[config.mk]
export PLATFORM = sky130hd
export DESIGN_NAME = sii_i2c_init
export DESIGN_NICKNAME = d
export VERILOG_FILES = /design/src/rtl/sii_i2c_init.sv
export SDC_FILE = /design/constraint.sdc
export NUM_CORES = 1
export LEC_CHECK = 0
export BUFFER_PORTS_ARGS = -buffer_cell sky130_fd_sc_hd__buf_4
export CORE_UTILIZATION = 30
export DETAILED_ROUTE_END_ITERATION = 12
export SLEW_MARGIN = 20
export SYNTH_ARGS = -nofsm -noshare
export SYNTH_HDL_FRONTEND = slang
export SYNTH_SLANG_ARGS = --single-unit
[constraint.sdc]
create_clock -name clk -period 4.05 [get_ports clk]
set_clock_uncertainty 0.1 [all_clocks]
set_input_delay 0.2025 -clock clk [delete_from_list [all_inputs] [get_ports clk]]
set_output_delay 0.2025 -clock clk [all_outputs]
set_load 0.005 [all_outputs]
[src/rtl/sii_i2c_init.sv]
// sii_i2c_init: pulses the SiI chip reset, then writes a register table over I2C
// as {dev,W} reg data transfers, retrying NACKed entries up to MAX_RETRY times.
module sii_i2c_init #(
  parameter int CLK_DIV      = 62,
  parameter int RST_HOLD_CYC = 250000,
  parameter int RST_WAIT_CYC = 125000,
  parameter int MAX_RETRY    = 3
) (
  input  logic        clk,
  input  logic        reset,
  input  logic        start,
  output logic        busy,
  output logic        done,
  output logic        error,
  output logic        chip_reset_n,
  output logic        scl_oe,
  output logic        sda_oe,
  input  logic        scl_in,
  input  logic        sda_in,
  output logic [5:0]  tbl_idx,
  input  logic [23:0] tbl_entry
);
  localparam int DMAX = RST_HOLD_CYC > RST_WAIT_CYC ? RST_HOLD_CYC : RST_WAIT_CYC;
  localparam int DW = $clog2(DMAX + 1) > 18 ? $clog2(DMAX + 1) : 18;
  localparam int QW = $clog2(CLK_DIV + 1);
  localparam int RW = $clog2(MAX_RETRY + 1) > 0 ? $clog2(MAX_RETRY + 1) : 1;
  localparam logic [QW-1:0] QLAST = QW'(CLK_DIV - 1);
  localparam logic [DW-1:0] HLAST = DW'(RST_HOLD_CYC - 1);
  localparam logic [DW-1:0] WLAST = DW'(RST_WAIT_CYC - 1);
  localparam logic [RW-1:0] RMAX  = RW'(MAX_RETRY);
  typedef enum logic [3:0] {IDLE, RST_HOLD, RST_WAIT, FETCH, START, BYTE, ACK, STOP, NEXT, DONE, ERR} state_t;
  state_t st, st_n;
  logic [QW-1:0] qcnt, qcnt_n;
  logic [DW-1:0] dly, dly_n;
  logic [1:0] ph, ph_n, byte_cnt, byte_n;
  logic [2:0] bit_cnt, bit_n;
  logic [RW-1:0] retries, retry_n;
  logic nack, nack_n;
  logic [22:0] ent, ent_n;
  logic [5:0] idx_n;
  logic quarter, stall, tick, scl_nx, sda_nx, chip_nx;
  logic [7:0] byte_v;
  always_ff @(posedge clk or posedge reset)
    if (reset) begin
      st <= IDLE;
      qcnt <= '0;
      dly <= '0;
      ph <= '0;
      byte_cnt <= '0;
      bit_cnt <= '0;
      retries <= '0;
      nack <= 1'b0;
      ent <= '0;
      tbl_idx <= '0;
      chip_reset_n <= 1'b0;
      scl_oe <= 1'b0;
      sda_oe <= 1'b0;
    end else begin
      st <= st_n;
      qcnt <= qcnt_n;
      dly <= dly_n;
      ph <= ph_n;
      byte_cnt <= byte_n;
      bit_cnt <= bit_n;
      retries <= retry_n;
      nack <= nack_n;
      ent <= ent_n;
      tbl_idx <= idx_n;
      chip_reset_n <= chip_nx;
      scl_oe <= scl_nx;
      sda_oe <= sda_nx;
    end
  // a released SCL that still reads low is a slave stretching the clock
  assign quarter = st inside {START, BYTE, ACK, STOP};
  assign stall = !scl_oe && !scl_in;
  assign tick = quarter && qcnt == QLAST && !stall;
  always_comb begin
    st_n = st;
    dly_n = dly;
    ph_n = ph;
    bit_n = bit_cnt;
    byte_n = byte_cnt;
    retry_n = retries;
    nack_n = nack;
    ent_n = ent;
    idx_n = tbl_idx;
    qcnt_n = !quarter ? '0 : stall ? qcnt : tick ? '0 : qcnt + 1'b1;
    case (st)
      IDLE, DONE, ERR:
        if (start) begin
          st_n = RST_HOLD;
          dly_n = '0;
          idx_n = '0;
          retry_n = '0;
        end
      RST_HOLD: begin
        dly_n = dly == HLAST ? '0 : dly + 1'b1;
        st_n = dly == HLAST ? RST_WAIT : RST_HOLD;
      end
      RST_WAIT: begin
        dly_n = dly == WLAST ? '0 : dly + 1'b1;
        st_n = dly == WLAST ? FETCH : RST_WAIT;
        ph_n = '0;
      end
      FETCH: begin
        ph_n = ph[0] ? 2'd0 : 2'd1;
        if (ph[0]) begin
          ent_n = {tbl_entry[23:17], tbl_entry[15:0]};
          st_n = tbl_entry[16] ? DONE : START;
        end
      end
      START:
        if (tick) begin
          ph_n = ph == 2'd2 ? 2'd0 : ph + 1'b1;
          if (ph == 2'd2) begin
            st_n = BYTE;
            bit_n = 3'd7;
            byte_n = '0;
            nack_n = 1'b0;
          end
        end
      BYTE:
        if (tick) begin
          ph_n = ph + 1'b1;
          if (ph == 2'd3) begin
            bit_n = bit_cnt - 1'b1;
            st_n = bit_cnt == 3'd0 ? ACK : BYTE;
          end
        end
      ACK:
        if (tick) begin
          ph_n = ph + 1'b1;
          if (ph == 2'd2) nack_n = sda_in;
          if (ph == 2'd3) begin
            byte_n = byte_cnt + 1'b1;
            st_n = (nack || byte_cnt == 2'd2) ? STOP : BYTE;
          end
        end
      STOP:
        if (tick) begin
          ph_n = ph == 2'd2 ? 2'd0 : ph + 1'b1;
          if (ph == 2'd2) begin
            st_n = !nack ? NEXT : retries == RMAX ? ERR : START;
            retry_n = (nack && retries != RMAX) ? retries + 1'b1 : retries;
          end
        end
      NEXT: begin
        idx_n = tbl_idx + 1'b1;
        retry_n = '0;
        ph_n = '0;
        st_n = tbl_idx == 6'd63 ? DONE : FETCH;
      end
      default: st_n = IDLE;
    endcase
  end
  // bus levels follow the next state so the registered oe lines line up with the phase
  always_comb begin
    busy = !(st inside {IDLE, DONE, ERR});
    done = st == DONE;
    error = st == ERR;
    chip_nx = !(st_n inside {IDLE, RST_HOLD});
    byte_v = byte_n == 2'd0 ? {ent_n[22:16], 1'b0} : byte_n == 2'd1 ? ent_n[15:8] : ent_n[7:0];
    scl_nx = 1'b0;
    sda_nx = 1'b0;
    case (st_n)
      START: begin
        scl_nx = ph_n == 2'd2;
        sda_nx = ph_n != 2'd0;
      end
      BYTE: begin
        scl_nx = ph_n == 2'd0 || ph_n == 2'd3;
        sda_nx = !byte_v[bit_n];
      end
      ACK: scl_nx = ph_n == 2'd0 || ph_n == 2'd3;
      STOP: begin
        scl_nx = ph_n == 2'd0;
        sda_nx = ph_n != 2'd2;
      end
      default: ;
    endcase
  end
endmodule

==> run summary <==
ANT nets after route - 0
Top Metal Used - met4
Initial DRC Count - 191
Peak VDD IR - 0.000279 V
Slew @ Worst Pin - 972 ps
Clock Sinks - 70
Fraction of registers with async set/reset - 100%
First-pass GRT wire length - 17,000 um
Fmax achieved - 289 MHz
FF+latch count, synth - 70
Detailed placer's ending HPWL - 7230 um
Gpl congestion - 0.847
Worst-Skew Late Latency - 340 ps
WP data arrival - 3640 ps
Final setup viols - 0
Sequential share of the synthesized area - 41.7%
Root buffer cell - clkbuf_16
Max FO, Critical Path - 23
YS warnings - 0
Antenna Cells - 0
GRT Total Usage - 15.1%
Cell family with most CP delay - simple AND/OR/NAND/NOR gates
Share of layout cells above drive strength 1 - 20.4%
Lkg Pwr - 2.23 nW
Worst setup EP type - flip-flop
Buf/Inv on CP - 0
CP cell instances - nor2_1 > nand3_2 > mux2_2 > a2bb2o_1 > o211ai_1 > o41ai_1 > nor4_1 > a211o_1
M1 wire length - 4980 um
Net count, final - 530
Routed via count - 3,433
Switching share of power - 24.8%
Post-DP Area - 4640 sq um
Initial antenna violation count - 0
GRT Residual Overflow - 0
CP max stage cell - nand3_2
Post-synth top area share - 41.7%
CTS Buffer Depth - 2
Vias in the first global route - 3,370
Via/cell ratio - 5.15
Period Utilization, post-route - 85.4%
Wire length per cell - 15.1 um
Top post-synthesis cells by area - dfrtp_1 42%, mux2_2 5.1%, ha_1 4.2%
Count leader, synth - dfrtp_1
Clock power share - 43.8%
Post-Route Setup TNS - 0 ps
Gate Count Post-Synth - 439
WL final - 10,100 um
Syn avg cell area - 9.57 sq um
Die area - 14,500 sq um
Multi-input logic area - 2250 sq um
Register area - 1750 sq um
DR WL met3 - 456 um
RSZ-0062 raised after global routing - false
Die Width - 120 um
Minimum clock period - 3460 ps
Critical Path RT - 4230 ps
Final Hold Fails - 0
Register share of total power - 46.3%
Starting density of the core - 31.2%
DRC Markers - 0
CTS H-tree depth - 3
Met2 WL - 4470 um
DR pass1 iterations - 4
EDFF count, synth - 0
Pins over their slew limit - 0
Yosys top cell by area - dfrtp_1
Most frequent cells after synthesis - 70 x dfrtp_1, 45 x nor2_1, 36 x nand2_1
Main synth FF type - dfrtp_1
Inst Count DP - 645
Final non-filler cell total - 667
Syn nets - 482
TritonCTS clock tree - yes
Comb pwr share - 9.8%
IO Count - 41
Status - finished clean
Setup crit start kind - flip-flop
Slew headroom - 35.2%
Core Area - 13,500 sq um
Tightest Hold Check Type - input port to flip-flop
Setup CP Type - flip-flop to flip-flop
Die height - 120 um
Site row count - 42
I/O Buffers - 40
PwrDens - 336 nW/um^2
Synth Cell Area - 4200 sq um
CP max stage delay - 700 ps
Max-cap violations - 0
Clock transition at path regs - 60 ps
Fillers - 1,364
Internal power - 0.00126 W
PostCTS Resize Cnt - 0
Largest net degree at the start of global routing - 47
CTS buffer count - 9
Design Area, Final - 4990 sq um
Area delta synth->final - 18.8%
Switching power - 0.000417 W
Yosys cell types - 72
state kept, by name (all words and copies together), names as in the netlist:
name / flops
bit_cnt: 3
byte_cnt: 2
chip_reset_n: 1
dly: 18
ent: 23
nack: 1
ph: 2
qcnt: 6
retries: 2
scl_oe: 1
sda_oe: 1
st: 4
tbl_idx: 6
per-stage QoR:
stage                     util (%)  total power (W)  hold WS [ps]  setup slack, ps
after floorplan                  -         0.000887           208             1400
after global placement        34.5         0.000948           334              772
after detailed placement      34.5         0.000950           334              626
after CTS                     37.0          0.00170          3.59              593
after global routing          37.1          0.00177          6.22              325
final                         37.1          0.00168          14.7              593
layout by cell type (no fill, tap or decap), drive strengths merged, types with 3 or more instances in the layout:
cell and instances:
nand4 9, buf 43, o31ai 4, and3 10, nand3 16, nand3b 4
mux2 20, nand2 36, inv 25, xor2 12, o21ai 33, ha 14
a2111oi 4, a21oi 21, dlygate4sd3 7, a31oi 3, or3 7, nand2b 10
o41ai 3, nor4 6, nor3 9, dfrtp 70, mux2i 12, clkinv 4
and2b 4, clkbuf 11, nor2 45, o211ai 4
logic make-up after synthesis:
| group | synth area share, % |
|---|---|
| adders and majority gates | 4.17 |
| AOI/OAI and AO/OA | 16.1 |
| DFF | 41.7 |
| muxes | 8.22 |
| xor gates and xnor gates | 2.92 |
| buffers and inverters | 4.71 |
| and+or+nand+nor | 22.2 |
per-layer routing:
layer | up-vias | global-route usage (%)
li1 | 1682 | -
met1 | 1647 | 20.7
met2 | 92 | 23.1
met3 | 12 | 4.01
met4 | 0 | 5.09
met5 | - | 0
final cells by class:
cell class,count,share of cell area [%]
multi-input combinational,330,45.1
clock buffer,11,5.07
clock inverter,4,0.451
inverter,26,1.98
timing repair buffer,50,7.87
sequential,70,35.1
tap,176,4.41
final timing paths:
| path | start | endpoint | slack (ps) | cells past startpoint |
|---|---|---|---|---|
| setup reg to reg | st[3] | sda_oe | 590 | 8 |
| hold reg to reg | ent[3] | ent[3] | 380 | 2 |
| max in group asynchronous | reset | dly[12] | 2540 | 4 |
| hold / removal | tbl_entry[11] | ent[11] | 10 | 3 |
| min in group asynchronous | reset | ent[18] | 460 | 3 |
| setup / recovery | st[3] | sda_oe | 590 | 8 |
worst reg2reg max path: stages (launching register included):
cell and delay [ps]:
dfrtp_1 550, nor2_1 610, nand3_2 700, mux2_2 510
a2bb2o_1 250, o211ai_1 160, o41ai_1 100, nor4_1 270
a211o_1 140
what timing repair did:
| action | in CTS | in global routing |
|---|---|---|
| setup endpoints to repair | 0 | 0 |
| buffers inserted | 0 | 0 |
| hold buffers | 6 | 1 |
| endpoints found under the hold margin | 6 | 45 |
power groups by stage:
stage	combinational, W	sequential (W)	clock [W]
floorplan	0.000113	0.000774	0
global placement	0.000160	0.000788	0
detailed placement	0.000162	0.000788	0
CTS	0.000166	0.000777	0.000760
global route	0.000191	0.000785	0.000792
finish	0.000165	0.000777	0.000736
No activity file was read; power rests on OpenSTA's default activity.
